File: src/rtl/core_inst_seq.sv
// core_inst_seq
//   Instruction sequencer for the systolic-array core. It generates the packed
//   per-cycle instruction word for one complete tile pass:
//   weight fetch, weight load, activation fetch, execute, and output drain to
//   psum memory.
//
//   Optional feature macro: CORE_INST_SEQ_TIMEOUT_EN
//     When defined, a stalled drain is aborted after 1023 consecutive cycles
//     with ofifo_valid low, and err is set. When undefined, err is tied low.
//
// Ports
//   clk, reset             clock, asynchronous active-high reset
//   start                  one-cycle pulse, accepted only in IDLE
//   w_base/x_base/p_base   weight/activation xmem base, pmem output base
//   nx                     number of activation vectors (0 allowed)
//   acc_en                 accumulate into pmem instead of overwriting it
//   ofifo_valid            output FIFO holds a complete row
//   inst                   registered instruction word
//                            {acc, CEN_pmem, WEN_pmem, A_pmem, CEN_xmem, WEN_xmem,
//                             A_xmem, ofifo_rd, ififo_wr, ififo_rd, l0_rd, l0_wr,
//                             execute, load}
//   busy                   high whenever the FSM is not in IDLE
//   done                   one-cycle pulse on pass completion
//   err                    sticky drain-timeout flag
//
// state  | meaning
// IDLE   | wait for start, outputs the idle word
// WFETCH | col xmem weight reads; l0_wr trails each read by one cycle
// WLOAD  | col load cycles, then row settle cycles
// XFETCH | nx xmem activation reads; l0_wr trails each read by one cycle
// EXEC   | nx execute cycles
// DRAIN  | one pmem write per ofifo_valid cycle until nx writes are done
// DONE   | done pulse, then back to IDLE
module core_inst_seq #(
  parameter int row     = 8,
  parameter int col     = 8,
  parameter int addr_bw = 11,
  parameter int len_bw  = 8,
  parameter int INST_W  = 12 + 2*addr_bw
) (
  input  logic               clk,
  input  logic               reset,
  input  logic               start,
  input  logic [addr_bw-1:0] w_base,
  input  logic [addr_bw-1:0] x_base,
  input  logic [addr_bw-1:0] p_base,
  input  logic [len_bw-1:0]  nx,
  input  logic               acc_en,
  input  logic               ofifo_valid,
  output logic [INST_W-1:0]  inst,
  output logic               busy,
  output logic               done,
  output logic               err
);

  localparam int WL_LEN = col + row;
  localparam int CW = (($clog2(WL_LEN + 1) > len_bw) ? $clog2(WL_LEN + 1) : len_bw) + 1;
  localparam logic [CW-1:0] COL_C  = CW'(col);
  localparam logic [CW-1:0] WL_END = CW'(WL_LEN - 1);

  typedef enum logic [2:0] {
    S_IDLE, S_WFETCH, S_WLOAD, S_XFETCH, S_EXEC, S_DRAIN, S_DONE
  } state_t;

  state_t              state_q, state_d;
  logic [CW-1:0]       cnt_q, cnt_d;
  logic [addr_bw-1:0]  w_q, w_d, x_q, x_d, p_q, p_d;
  logic [len_bw-1:0]   nx_q, nx_d;
  logic                acc_q, acc_d;
  logic [INST_W-1:0]   inst_q, inst_d;
  logic                busy_q, busy_d, done_q, done_d;
  logic                wr_d;
  logic [CW-1:0]       nx_ext;

  // instruction fields of the next word
  logic               f_acc, f_cen_p, f_wen_p, f_cen_x, f_wen_x;
  logic [addr_bw-1:0] f_a_p, f_a_x;
  logic               f_ofifo_rd, f_l0_rd, f_l0_wr, f_exe, f_load;

`ifdef CORE_INST_SEQ_TIMEOUT_EN
  logic [15:0] to_q, to_d;
  logic        err_q, err_d;
`endif

  assign nx_ext = CW'(nx_q);

  always_comb begin
    state_d = state_q;
    cnt_d   = cnt_q;
    w_d     = w_q;
    x_d     = x_q;
    p_d     = p_q;
    nx_d    = nx_q;
    acc_d   = acc_q;
    done_d  = 1'b0;
    wr_d    = 1'b0;
`ifdef CORE_INST_SEQ_TIMEOUT_EN
    to_d    = to_q;
    err_d   = err_q;
`endif
    case (state_q)
      S_IDLE: begin
        if (start) begin
          state_d = S_WFETCH;
          cnt_d   = '0;
          w_d     = w_base;
          x_d     = x_base;
          p_d     = p_base;
          nx_d    = nx;
          acc_d   = acc_en;
        end
      end
      S_WFETCH: begin
        if (cnt_q == COL_C) begin
          state_d = S_WLOAD;
          cnt_d   = '0;
        end else begin
          cnt_d = cnt_q + 1'b1;
        end
      end
      S_WLOAD: begin
        if (cnt_q == WL_END) begin
          cnt_d = '0;
          if (nx_q == '0) begin
            state_d = S_DONE;
            done_d  = 1'b1;
          end else begin
            state_d = S_XFETCH;
          end
        end else begin
          cnt_d = cnt_q + 1'b1;
        end
      end
      S_XFETCH: begin
        if (cnt_q == nx_ext) begin
          state_d = S_EXEC;
          cnt_d   = '0;
        end else begin
          cnt_d = cnt_q + 1'b1;
        end
      end
      S_EXEC: begin
        if (cnt_q == nx_ext - 1'b1) begin
          state_d = S_DRAIN;
          cnt_d   = '0;
`ifdef CORE_INST_SEQ_TIMEOUT_EN
          to_d    = '0;
`endif
        end else begin
          cnt_d = cnt_q + 1'b1;
        end
      end
      S_DRAIN: begin
        // cnt counts completed writes; DONE follows the cycle after the last one
        if (cnt_q == nx_ext) begin
          state_d = S_DONE;
          done_d  = 1'b1;
        end else if (ofifo_valid) begin
          wr_d  = 1'b1;
          cnt_d = cnt_q + 1'b1;
`ifdef CORE_INST_SEQ_TIMEOUT_EN
          to_d  = '0;
`endif
        end else begin
`ifdef CORE_INST_SEQ_TIMEOUT_EN
          // this is the 1023rd consecutive invalid cycle
          if (to_q == 16'd1022) begin
            err_d   = 1'b1;
            state_d = S_DONE;
            done_d  = 1'b1;
          end else begin
            to_d = to_q + 16'd1;
          end
`endif
        end
      end
      S_DONE: begin
        state_d = S_IDLE;
        cnt_d   = '0;
      end
      default: begin
        state_d = S_IDLE;
        cnt_d   = '0;
      end
    endcase

    // Decode the word for the cycle being entered, so inst lines up with state.
    f_acc      = 1'b0;
    f_cen_p    = 1'b1;
    f_wen_p    = 1'b1;
    f_a_p      = '0;
    f_cen_x    = 1'b1;
    f_wen_x    = 1'b1;
    f_a_x      = '0;
    f_ofifo_rd = 1'b0;
    f_l0_rd    = 1'b0;
    f_l0_wr    = 1'b0;
    f_exe      = 1'b0;
    f_load     = 1'b0;
    case (state_d)
      S_WFETCH: begin
        if (cnt_d < COL_C) begin
          f_cen_x = 1'b0;
          f_a_x   = w_d + addr_bw'(cnt_d);
        end
        f_l0_wr = (cnt_d != '0);
      end
      S_WLOAD: begin
        if (cnt_d < COL_C) begin
          f_l0_rd = 1'b1;
          f_load  = 1'b1;
        end
      end
      S_XFETCH: begin
        if (cnt_d < CW'(nx_d)) begin
          f_cen_x = 1'b0;
          f_a_x   = x_d + addr_bw'(cnt_d);
        end
        f_l0_wr = (cnt_d != '0);
      end
      S_EXEC: begin
        f_l0_rd = 1'b1;
        f_exe   = 1'b1;
      end
      S_DRAIN: begin
        if (wr_d) begin
          f_ofifo_rd = 1'b1;
          f_cen_p    = 1'b0;
          f_wen_p    = 1'b0;
          f_a_p      = p_q + addr_bw'(cnt_q);
          f_acc      = acc_q;
        end
      end
      default: ;
    endcase

    inst_d = {f_acc, f_cen_p, f_wen_p, f_a_p, f_cen_x, f_wen_x, f_a_x,
              f_ofifo_rd, 1'b0, 1'b0, f_l0_rd, f_l0_wr, f_exe, f_load};
    busy_d = (state_d != S_IDLE);
  end

  always_ff @(posedge clk or posedge reset) begin
    if (reset) begin
      state_q <= S_IDLE;
      cnt_q   <= '0;
      w_q     <= '0;
      x_q     <= '0;
      p_q     <= '0;
      nx_q    <= '0;
      acc_q   <= 1'b0;
      inst_q  <= {1'b0, 1'b1, 1'b1, {addr_bw{1'b0}}, 1'b1, 1'b1, {addr_bw{1'b0}}, 7'b0};
      busy_q  <= 1'b0;
      done_q  <= 1'b0;
    end else begin
      state_q <= state_d;
      cnt_q   <= cnt_d;
      w_q     <= w_d;
      x_q     <= x_d;
      p_q     <= p_d;
      nx_q    <= nx_d;
      acc_q   <= acc_d;
      inst_q  <= inst_d;
      busy_q  <= busy_d;
      done_q  <= done_d;
    end
  end

`ifdef CORE_INST_SEQ_TIMEOUT_EN
  always_ff @(posedge clk or posedge reset) begin
    if (reset) begin
      to_q  <= '0;
      err_q <= 1'b0;
    end else begin
      to_q  <= to_d;
      err_q <= err_d;
    end
  end
  assign err = err_q;
`else
  assign err = 1'b0;
`endif

  assign inst = inst_q;
  assign busy = busy_q;
  assign done = done_q;

endmodule

File: config.mk
export PLATFORM = sky130hd
export DESIGN_NAME = core_inst_seq
export DESIGN_NICKNAME = d
export VERILOG_FILES = /design/src/rtl/core_inst_seq.sv
export SDC_FILE = /design/constraint.sdc
export NUM_CORES = 1
export LEC_CHECK = 0
export ABC_AREA = 1
export CORE_MARGIN = 3
export CORE_UTILIZATION = 59
export CTS_CLUSTER_SIZE = 24
export DETAILED_ROUTE_END_ITERATION = 10
export PLACE_DENSITY_LB_ADDON = 0.12
export SLEW_MARGIN = 0
export SYNTH_ARGS = -nofsm -noshare
export SYNTH_HDL_FRONTEND = slang
export SYNTH_SLANG_ARGS = --single-unit
File: constraint.sdc
create_clock -name clk -period 5.9 [get_ports clk]
set_input_delay 0.59 -clock clk [delete_from_list [all_inputs] [get_ports clk]]
set_output_delay 0.59 -clock clk [all_outputs]
set_load 0.02 [all_outputs]
==> impl_metrics.ini <==
[drt]
totalWireLength_mm = 16.04
via_per_inst = 5.443
drc_errors = 0
wl_per_cell_um = 15.85
num_vias = 5508
drtPass1Iterations = 5
drt_iter0_drc = 266
ant_nets = 0

[critical_path]
crit_type = reg2reg
r2r_setup_slack_ns = 2.10
cp.required_ns = 6.20
cp-end-kind = flip-flop
arrival_ns = 4.10
cp_max_fo = 7
start_kind = flip-flop

[place]
post-dp-hpwl_mm = 12.23
numPortBuffers = 78
dp.cells = 996
place_congestion = 1.010

[yosys]
yosysWarnings = 0
synth-main-ff-cell = dfrtp_1
synth.distinct_cells = 49
syn-cell-area_mm2 = 0.005802
syn_area_per_cell_um2 = 7.243
synth_common_cells = 253 x nand2_1, 106 x inv_1, 84 x dfrtp_1, 68 x nor2_1, 51 x nand3_1
synth_area_leaders = dfrtp_1 36%, nand2_1 16%, ha_1 7.5%
synthCells = 801
yosysTopAreaCell = dfrtp_1
async_flop_share_pct = 100.0
synth_seq_area_share_pct = 37.14
synth_edf_count = 0
ys_ff_latch = 86
synth_top_area_share_pct = 36.23
synth_most_common_cell = nand2_1

[run_status]
status = finished clean

[timing]
finalSetupTns_ns = 0
fin_crit_ns = 3.799
slew_viol_final = 0
fmax_mhz = 263.2
setup_viol = 0
timing.final.crit_share_pct = 64.40
max_slew_margin_pct = 27.52
tightest_slew_ns = 1.087
rsz0062_at_grt = no
finalHoldViolCount = 0
clock_skew_ns = 0.01130

[job]
drv_cap = 0

[grt]
grt_pass1_wl_mm = 26.28
grt_usage_pct = 29.87
grt_pass1_vias = 5483
grt.overflow.total = 0
grt_max_degree = 87
antenna_found_initial = 0

[floorplanning]
coreArea_mm2 = 0.009415
std_cell_rows = 35
dieWidth_um = 105.2
dieArea_mm2 = 0.01106
io_pins = 83
start_util_pct = 61.62
die_h_um = 105.2

[clocking]
cts_tree = done
hold_buffers = 0
clock-sinks = 86
clk_latency_ns = 0.37
cts-resized-gates = 0
cts_root_buffer = clkbuf_8
htree_levels = 3
cts.clk_slew.worst_paths_ns = 0.09
clock_path_buffers = 2
cts_buffers = 9
postCtsSetupBuffers = 0

[power]
switching_share_pct = 53.34
p_leak_nw = 3.640
power.density_mw_per_mm2 = 617.4
power.share.combinational_pct = 66.6
power.internal_mw = 1.985
p_clk_share_pct = 10.5
vdd_drop_max_mv = 0.4229
power_frac_seq_pct = 22.9
switching_power_mw = 2.269

[cells_and_area]
instances_no_fill = 1012
multi_input_area_mm2 = 0.003126
areaGrowthSynthToFinish_pct = 18.76
regArea_mm2 = 0.002155
fill_cells = 741
final_nets = 960
num_antenna_cells = 0
drive_above_1_share_pct = 10.19

[worst_hold_path]
hold_path.class = reg2reg
==> critical path, cell delays in order (launching register included) <==
cell and delay (ns):
dfrtp_1 0.41, inv_1 0.12, ha_1 0.26, nand2_1 0.09, nor2_1 0.12, nand2_1 0.12, nand2_1 0.10, nand2_1 0.05
nor2_1 0.08, nand3_1 0.11, nand2_1 0.20, nand2_2 0.10, nor2_2 0.17, inv_2 0.07, a22oi_1 0.13, inv_1 0.16
ha_1 0.32, a21oi_1 0.14, nor2_1 0.05, a211oi_1 0.20, nor2_1 0.08, nor2_1 0.11, nand3_2 0.15, inv_2 0.21
nand3_1 0.09, nand2_1 0.07
==> final cells by class <==
type	count	share of cell area, %
Clock buffer	11	2.052
Clock inverter	5	0.9624
Inverter	116	6.356
Multi-Input combinational cell	584	45.36
Sequential cell	86	31.27
Tap cell	129	2.342
Timing Repair Buffer	81	11.66
==> layout by cell type, fill, tap and decap left out, drive strengths merged, types with 3 or more instances in the layout <==
cell type and n:
a21oi 20, buf 3, clkbuf 11, clkdlybuf4s50 78
clkinv 3, conb 4, dfrtp 84, ha 35
inv 116, nand2 279, nand3 57, nand3b 4
nand4 8, nor2 78, nor3 14, o21ai 35
o21bai 5, o22ai 5, or2 8, xnor2 8
xor2 8
==> state kept, by name, indices dropped and copies added, names as in the netlist <==
| register | cells |
|---|---|
| acc_q | 1 |
| busy | 1 |
| cnt_q | 9 |
| done | 1 |
| inst | 30 |
| nx_q | 8 |
| p_q | 11 |
| state_q | 3 |
| w_q | 11 |
| x_q | 11 |
==> power by group through the flow <==
stage                     Sequential [mW]  Clock, mW  Combinational, mW
after floorplan                     0.929          0               2.10
after global placement              0.972          0               2.67
after detailed placement            0.979          0               2.75
after CTS                           0.968      0.450               2.79
after global routing                0.996      0.473               3.15
final                               0.974      0.447               2.83
==> path summary, 6_finish.rpt <==
kind / startpoint / end / cells past startpoint
hold / removal: p_q[6] / p_q[6] / 2
setup / recovery: nx_q[1] / inst[12] / 25
hold reg to reg: p_q[6] / p_q[6] / 2
max in group asynchronous: reset / nx_q[0] / 3
min in group asynchronous: reset / w_q[10] / 3
setup reg to reg: nx_q[1] / inst[12] / 25
==> logic make-up (layout without fill, tap and decap cells) <==
| family | after synthesis | after routing | synth area share (%) |
|---|---|---|---|
| compound gates | 76 | 76 | 7.742 |
| xor+xnor | 16 | 16 | 2.415 |
| fa+ha+maj | 36 | 36 | 7.893 |
| buf+inv | 133 | 213 | 9.165 |
| flops | 86 | 86 | 37.14 |
| other cells | 2 | 4 | 0.1294 |
| simple gates | 452 | 452 | 35.52 |
==> metrics by stage <==
stage | util (%) | hold WS, ns | worst slack (ns) | instance area, um2 | total power, mW
after CTS | 73.18 | 0.4896 | 2.121 | 6890 | 4.208
after global routing | 73.18 | 0.5143 | 1.621 | 6890 | 4.623
after detailed placement | 70.98 | 0.4663 | 1.974 | 6683 | 3.730
final | 73.18 | 0.4916 | 2.101 | 6890 | 4.254
after global placement | 70.98 | 0.4576 | 2.064 | 6683 | 3.640
after floorplan | - | 0.4417 | 2.865 | 5809 | 3.025
==> per-layer routing <==
| layer | track usage [%] | wire (um) | up-vias | part of all wire (%) |
|---|---|---|---|---|
| met5 | 0 | 0 | - | 0 |
| met4 | 10.97 | 453 | 0 | 2.8 |
| met3 | 4.509 | 1102 | 40 | 6.9 |
| met2 | 53.21 | 8213 | 211 | 51 |
| met1 | 36.46 | 6268 | 2594 | 39 |
| li1 | - | - | 2663 | - |
(Power assumes the default switching activity.)
